==> src/rtl/frame_render_pkg.sv <==
// frame_render_pkg: shared types and default geometry for the frame renderer
// and the ping-pong buffer instantiation that sits downstream of it.
//   render_state_t : renderer FSM state encoding
//   GRID_W_D/GRID_H_D/ADDR_W_D : default tile grid size and address width
package frame_render_pkg;

   typedef enum logic [1:0] {
      IDLE   = 2'd0,
      CLEAR  = 2'd1,
      DRAW   = 2'd2,
      UPDATE = 2'd3
   } render_state_t;

   localparam int GRID_W_D = 32;
   localparam int GRID_H_D = 24;
   localparam int ADDR_W_D = 10;

endpackage

==> src/rtl/frame_renderer_sprite_mover.sv <==
// sprite_mover: holds the sprite position (px, py) and its per-axis direction,
// and applies one diagonal step with edge bounce each time i_step is high.
//   i_clk  : clock
//   i_rst  : asynchronous active-high reset (position 0,0; moving +x,+y)
//   i_step : apply one movement step at this edge
//   o_px   : sprite left column
//   o_py   : sprite top row
module sprite_mover #(
   parameter int GRID_W = 32,
   parameter int GRID_H = 24,
   parameter int SPR_W  = 4,
   parameter int SPR_H  = 3,
   parameter int PX_W   = $clog2(GRID_W + 1),
   parameter int PY_W   = $clog2(GRID_H + 1)
) (
   input  logic            i_clk,
   input  logic            i_rst,
   input  logic            i_step,
   output logic [PX_W-1:0] o_px,
   output logic [PY_W-1:0] o_py
);

   localparam logic [PX_W-1:0] X_MAX   = PX_W'(GRID_W - SPR_W);
   localparam logic [PY_W-1:0] Y_MAX   = PY_W'(GRID_H - SPR_H);
   // A sprite as wide (tall) as the grid has nowhere to go on that axis.
   localparam bit              X_FIXED = (GRID_W == SPR_W);
   localparam bit              Y_FIXED = (GRID_H == SPR_H);

   logic [PX_W-1:0] r_px;
   logic [PY_W-1:0] r_py;
   logic            r_dx;   // 1 = moving +x, 0 = moving -x
   logic            r_dy;   // 1 = moving +y, 0 = moving -y

   always_ff @(posedge i_clk or posedge i_rst) begin
      if (i_rst) begin
         r_px <= '0;
         r_py <= '0;
         r_dx <= 1'b1;
         r_dy <= 1'b1;
      end else if (i_step) begin
         if (!X_FIXED) begin
            // Bouncing reverses direction and moves one cell back in the
            // same step, so the sprite never lingers on an edge.
            if (r_dx && (r_px == X_MAX)) begin
               r_dx <= 1'b0;
               r_px <= r_px - PX_W'(1);
            end else if (!r_dx && (r_px == '0)) begin
               r_dx <= 1'b1;
               r_px <= r_px + PX_W'(1);
            end else if (r_dx) begin
               r_px <= r_px + PX_W'(1);
            end else begin
               r_px <= r_px - PX_W'(1);
            end
         end
         if (!Y_FIXED) begin
            if (r_dy && (r_py == Y_MAX)) begin
               r_dy <= 1'b0;
               r_py <= r_py - PY_W'(1);
            end else if (!r_dy && (r_py == '0)) begin
               r_dy <= 1'b1;
               r_py <= r_py + PY_W'(1);
            end else if (r_dy) begin
               r_py <= r_py + PY_W'(1);
            end else begin
               r_py <= r_py - PY_W'(1);
            end
         end
      end
   end

   assign o_px = r_px;
   assign o_py = r_py;

endmodule

==> src/rtl/frame_renderer.sv <==
// frame_renderer: on each frameStart repaints the whole back buffer of the
// ping-pong frame RAM: clear every cell to BG_COLOR, draw a solid sprite in
// FG_COLOR, then advance the sprite one diagonal step.
//   vgaclk     : pixel clock
//   rst        : asynchronous active-high reset
//   frameStart : one-cycle frame pulse (same pulse that swaps the buffers)
//   we         : buffer write strobe
//   wrAddr     : cell address y*GRID_W + x
//   wrData     : cell colour
//   busy       : high in CLEAR, DRAW and UPDATE
//   overrun    : sticky, set when frameStart lands in CLEAR or DRAW
//   o_state    : current FSM state, for observation
// Write port handshake: there is no back-pressure; every cycle with we=1
// carries one valid (wrAddr, wrData) that the buffer must accept.
// All outputs are registered and computed from the next-state values, so a
// frameStart in cycle t gives the first write (address 0) in cycle t+1.
module frame_renderer
   import frame_render_pkg::*;
#(
   parameter int         GRID_W   = GRID_W_D,
   parameter int         GRID_H   = GRID_H_D,
   parameter int         ADDR_W   = ADDR_W_D,
   parameter int         SPR_W    = 4,
   parameter int         SPR_H    = 3,
   parameter logic [7:0] BG_COLOR = 8'h00,
   parameter logic [7:0] FG_COLOR = 8'hE0
) (
   input  logic              vgaclk,
   input  logic              rst,
   input  logic              frameStart,
   output logic              we,
   output logic [ADDR_W-1:0] wrAddr,
   output logic [7:0]        wrData,
   output logic              busy,
   output logic              overrun,
   output render_state_t     o_state
);

   localparam int PX_W = $clog2(GRID_W + 1);
   localparam int PY_W = $clog2(GRID_H + 1);
   localparam int COL_W = $clog2(SPR_W + 1);
   localparam int ROW_W = $clog2(SPR_H + 1);
   localparam logic [ADDR_W-1:0] LAST_CELL = ADDR_W'(GRID_W * GRID_H - 1);
   localparam logic [COL_W-1:0]  LAST_COL  = COL_W'(SPR_W - 1);
   localparam logic [ROW_W-1:0]  LAST_ROW  = ROW_W'(SPR_H - 1);

   render_state_t     r_state;
   logic [ADDR_W-1:0] r_cnt;
   logic [COL_W-1:0]  r_col;
   logic [ROW_W-1:0]  r_row;
   logic              r_we;
   logic [ADDR_W-1:0] r_addr;
   logic [7:0]        r_data;
   logic              r_busy;
   logic              r_overrun;

   render_state_t     w_next_state;
   logic [ADDR_W-1:0] w_next_cnt;
   logic [COL_W-1:0]  w_next_col;
   logic [ROW_W-1:0]  w_next_row;
   logic              w_next_we;
   logic [ADDR_W-1:0] w_next_addr;
   logic [7:0]        w_next_data;
   logic              w_set_ovr;
   logic              w_step;
   logic [PX_W-1:0]   w_px;
   logic [PY_W-1:0]   w_py;

   sprite_mover #(
      .GRID_W (GRID_W),
      .GRID_H (GRID_H),
      .SPR_W  (SPR_W),
      .SPR_H  (SPR_H),
      .PX_W   (PX_W),
      .PY_W   (PY_W)
   ) u_mover (
      .i_clk  (vgaclk),
      .i_rst  (rst),
      .i_step (w_step),
      .o_px   (w_px),
      .o_py   (w_py)
   );

   always_comb begin
      w_next_state = r_state;
      w_next_cnt   = r_cnt;
      w_next_col   = r_col;
      w_next_row   = r_row;
      w_set_ovr    = 1'b0;
      w_step       = 1'b0;

      case (r_state)
         IDLE: begin
            if (frameStart) begin
               w_next_state = CLEAR;
               w_next_cnt   = '0;
            end
         end
         CLEAR: begin
            if (frameStart) begin
               // Buffers just swapped under us: restart in the new back buffer.
               w_next_state = CLEAR;
               w_next_cnt   = '0;
               w_set_ovr    = 1'b1;
            end else if (r_cnt == LAST_CELL) begin
               w_next_state = DRAW;
               w_next_col   = '0;
               w_next_row   = '0;
            end else begin
               w_next_cnt = r_cnt + ADDR_W'(1);
            end
         end
         DRAW: begin
            if (frameStart) begin
               w_next_state = CLEAR;
               w_next_cnt   = '0;
               w_set_ovr    = 1'b1;
            end else if (r_col == LAST_COL) begin
               w_next_col = '0;
               if (r_row == LAST_ROW) begin
                  w_next_state = UPDATE;
               end else begin
                  w_next_row = r_row + ROW_W'(1);
               end
            end else begin
               w_next_col = r_col + COL_W'(1);
            end
         end
         UPDATE: begin
            // The step always commits; a coincident frameStart is on time.
            w_step = 1'b1;
            if (frameStart) begin
               w_next_state = CLEAR;
               w_next_cnt   = '0;
            end else begin
               w_next_state = IDLE;
            end
         end
         default: begin
            w_next_state = IDLE;
         end
      endcase

      w_next_we   = 1'b0;
      w_next_addr = '0;
      w_next_data = '0;
      if (w_next_state == CLEAR) begin
         w_next_we   = 1'b1;
         w_next_addr = w_next_cnt;
         w_next_data = BG_COLOR;
      end else if (w_next_state == DRAW) begin
         w_next_we   = 1'b1;
         w_next_addr = (ADDR_W'(w_py) + ADDR_W'(w_next_row)) * ADDR_W'(GRID_W)
                       + ADDR_W'(w_px) + ADDR_W'(w_next_col);
         w_next_data = FG_COLOR;
      end
   end

   always_ff @(posedge vgaclk or posedge rst) begin
      if (rst) begin
         r_state   <= IDLE;
         r_cnt     <= '0;
         r_col     <= '0;
         r_row     <= '0;
         r_we      <= 1'b0;
         r_addr    <= '0;
         r_data    <= '0;
         r_busy    <= 1'b0;
         r_overrun <= 1'b0;
      end else begin
         r_state   <= w_next_state;
         r_cnt     <= w_next_cnt;
         r_col     <= w_next_col;
         r_row     <= w_next_row;
         r_we      <= w_next_we;
         r_addr    <= w_next_addr;
         r_data    <= w_next_data;
         r_busy    <= (w_next_state != IDLE);
         r_overrun <= r_overrun | w_set_ovr;
      end
   end

   assign we      = r_we;
   assign wrAddr  = r_addr;
   assign wrData  = r_data;
   assign busy    = r_busy;
   assign overrun = r_overrun;
   assign o_state = r_state;

endmodule

==> config.mk <==
export PLATFORM = sky130hd
export DESIGN_NAME = frame_renderer
export DESIGN_NICKNAME = d
export VERILOG_FILES = /design/src/rtl/frame_render_pkg.sv /design/src/rtl/frame_renderer_sprite_mover.sv /design/src/rtl/frame_renderer.sv
export SDC_FILE = /design/constraint.sdc
export NUM_CORES = 1
export LEC_CHECK = 0
export CAP_MARGIN = 20
export CORE_MARGIN = 8
export CORE_UTILIZATION = 58
export DETAILED_ROUTE_END_ITERATION = 16
export HOLD_SLACK_MARGIN = 0.12
export PLACE_DENSITY_LB_ADDON = 0.1
export SETUP_SLACK_MARGIN = 0.02
export SLEW_MARGIN = 20
export SYNTH_ARGS = -nofsm -noshare
export SYNTH_HDL_FRONTEND = slang
export SYNTH_HIERARCHICAL = 1
export SYNTH_SLANG_ARGS = --single-unit
==> constraint.sdc <==
create_clock -name vgaclk -period 4 [get_ports vgaclk]
set_input_delay 0.8 -clock vgaclk [delete_from_list [all_inputs] [get_ports vgaclk]]
set_output_delay 0.8 -clock vgaclk [all_outputs]
set_load 0.01 [all_outputs]
==> key figures <==
Logic synthesis
  • Post-synth EDFFs: 0
  • Synthesized cell area: 2780 sq um
  • Synth warnings: 6
  • Top_reg_cell synth: dfrtp_1
  • Post-synth cell types: 66
  • Seq/Total Area, Yosys: 39.6%
  • Synth area leader: dfrtp_1
  • Most common cell in the synthesized netlist: dfrtp_1
  • Area contributors post-synth: dfrtp_1, ha_1, xor2_1
  • Cells after Synth: 276
  • Asr flop ratio synth: 100%
  • Syn avg cell area: 10.1 sq um
  • Top cells by count, synth: dfrtp_1, ha_1, inv_1, xor2_1, nor2_1
  • Synth top area share: 37.8%
  • Flip-flop and latch count after synthesis: 44

Clock tree
  • CTS tree: built
  • CTS Buffer Depth: 2
  • # resized after CTS: 0
  • Total CTS buffers: 5
  • Post-CTS Setup Repair Bufs: 0
  • CTS clk-pin slew, worst paths: 80 ps
  • CTS H-tree lvls: 2
  • Clock Tree Root: clkbuf_8
  • Post-CTS Hold Buffers: 0
  • Clock latency on the worst-skew pair: 300 ps
  • CTS sink count: 44

Critical path
  • Startpoint Class: input pin
  • WS Path Type: input pin to flip-flop
  • Most frequent CP cell: ha_1
  • Slowest-stage cell, CP: clkdlybuf4s50_1
  • Worst-path fanout max: 12
  • Data required, critical path: 4230 ps
  • Critical path arrival: 3540 ps
  • Worst path max stage delay: 450 ps
  • Crit-path cells: clkdlybuf4s50_1, buf_4, nor4_1, a22o_1, ha_1, ha_1, and3_1, o21a_1, o211ai_1, mux2_2, o21ai_1
  • Endpoint type of the worst setup path: flip-flop

Timing
  • Final min period: 3310 ps
  • Setup Skew: 6.84 ps
  • Setup TNS: 0 ps
  • Crit share post-route: 82.9%
  • Max Fclk: 0.302 GHz
  • # setup viols final: 0
  • Max-slew violations: 0
  • Hold Vio Cnt, Final: 0
  • Fin worst setup slack: 686 ps
  • Worst rel slew slack: 64.6%
  • WHS: 459 ps
  • Slew @ Worst Pin: 531 ps
  • RSZ-0062 raised after global routing: false

Final layout
  • N_diodes: 0
  • Non-filler cells, final: 351
  • Fin nets: 324
  • Area Overhead vs Synth: 11.8%
  • Share of layout cells above drive strength 1: 10.8%

Pwr
  • Int Power: 0.788 mW
  • Sw Pwr: 0.340 mW
  • Max rail drop VDD: 0.216 mV
  • Pwr/cell area: 363 nW/um^2
  • Comb power frac: 24.0%
  • Sequential share of power: 45.8%
  • Leakage power: 1.42 nW
  • Sw Share: 30.1%
  • Clk pwr share: 30.2%
  • Power consumption: 1.13 mW

Floorplan
  • Area of the core: 4690 sq um
  • Die height: 85.3 microns
  • Die X: 85.3 microns
  • Die ar.: 7270 sq um
  • # IOs: 26
  • Initial Utilization: 59.3%
  • Row count: 25

Detailed routing
  • Starting DRC count in detailed routing: 133
  • DRT Pass-1 Iters: 4
  • Wire per inst: 16.0 microns
  • Via Count: 2052
  • Antenna-violating nets left: 0
  • Wirelength, routed: 5.62 mm
  • Drt drc: 0
  • Via-to-Cell Ratio: 5.85

Global route
  • GR Util met3: 4.15%
  • GRT busiest layer: met2
  • Grt met1 use: 20.3%
  • Met2 Track Usage GR: 26.9%
  • Largest net degree at the start of global routing: 32
  • Initial antenna violation count: 0
  • Aggregate global-route resource usage: 16.4%
  • Total grt overflow: 0
  • Vias in the first global route: 1979
  • First-pass GRT wire length: 9.55 mm

Placed design
  • Placer congestion estimate: 0.827
  • Post-Place Worst Slack: 397 ps
  • I/O Buffers: 20
  • DP Cell Count: 343
  • Detailed Place HPWL: 4.24 mm

Min path
  • Class of the worst hold path: flip-flop to flip-flop

Run
  • MaxCap Viol Count: 0

Status
  • Status: finished clean
==> cell type report <==
cell class                 instances  area, sq um
clock inverter                     3         42.5
clock buffer                       5         68.8
inverter                          17         63.8
timing repair buffer              24          230
sequential                        44         1100
multi-input combinational        204         1540
tap                               54         67.6
fill                             379         1580
==> registers in the layout, summed over array words and instances (netlist names), 2 cells and up <==
register      flops
u_mover/o_px      6
r_col             3
o_state           2
u_mover/o_py      5
r_cnt            10
wrAddr           10
r_row             2
==> path summary, 6_finish.rpt <==
check	end	depth (start not counted)	start	slack, ps
min in group asynchronous	u_mover/o_px[3]$_DFFE_PP0P_	2	rst	860
hold / removal	overrun$_DFF_PP0_	1	overrun$_DFF_PP0_	460
setup / recovery	wrAddr[8]$_DFF_PP0_	11	frameStart	690
max in group asynchronous	u_mover/r_dy$_DFFE_PP1P_	2	rst	2780
hold reg to reg	overrun$_DFF_PP0_	1	overrun$_DFF_PP0_	460
setup reg to reg	wrAddr[8]$_DFF_PP0_	12	r_cnt[3]$_DFF_PP0_	860
==> power groups by stage <==
stage | combinational, mW | clock [mW] | sequential (mW)
after detailed placement | 0.272 | 0 | 0.526
after global placement | 0.266 | 0 | 0.524
after global routing | 0.303 | 0.373 | 0.524
after CTS | 0.275 | 0.350 | 0.517
final | 0.271 | 0.341 | 0.517
after floorplan | 0.165 | 0 | 0.532
==> worst max-delay path, delay by kind of cell <==
| family | cells | cell delay (ps) |
|---|---|---|
| buf+inv | 2 | 650 |
| compound gates | 4 | 650 |
| simple gates | 2 | 550 |
| fa+ha+maj | 2 | 540 |
| mux | 1 | 360 |
==> stage by stage <==
stage          area [sq um]  util, %
3_5_place_dp           3000     63.9
3_3_place_gp           3000     63.9
2_1_floorplan          2800        -
5_1_grt                3110     66.3
4_1_cts                3110     66.3
6_report               3110     66.3
==> routing by layer <==
metal,vias to the layer above,routed length [microns]
li1,1016,-
met1,996,2540
met2,33,2790
met3,7,216
met4,0,79
met5,-,0
==> logic make-up (layout without fill, tap and decap cells) <==
group,Yosys count,count (layout),synth area share (%)
DFF,44,44,39.6
xor gates and xnor gates,23,23,7.24
other,1,5,0.135
adders and majority gates,25,25,11.8
and+or+nand+nor,80,80,16.4
AOI/OAI and AO/OA,64,64,16.4
buffers and inverters,32,49,5.75
muxes,7,7,2.61
==> placed cells by master, fill, tap and decap left out, types with 3 or more instances in the layout <==
cell	Yosys	layout
dfrtp_1	42	42
ha_1	23	23
clkdlybuf4s50_1	0	20
inv_1	17	17
xor2_1	15	15
nor2_1	14	14
nand2_1	13	13
o21ai_0	10	10
o22ai_1	10	10
a21oi_1	8	8
xnor2_1	8	8
nand3_1	7	7
nand4_1	6	6
a21o_1	5	5
nor2b_1	5	5
mux2i_1	5	5
nand2b_1	5	5
conb_1	1	5
clkbuf_8	0	5
and3_1	4	4
buf_4	8	4
nor4_1	3	3
o21a_1	3	3
nor3_1	3	3
a21boi_0	3	3
or3_1	3	3
Power figures use the tool's default switching activity.
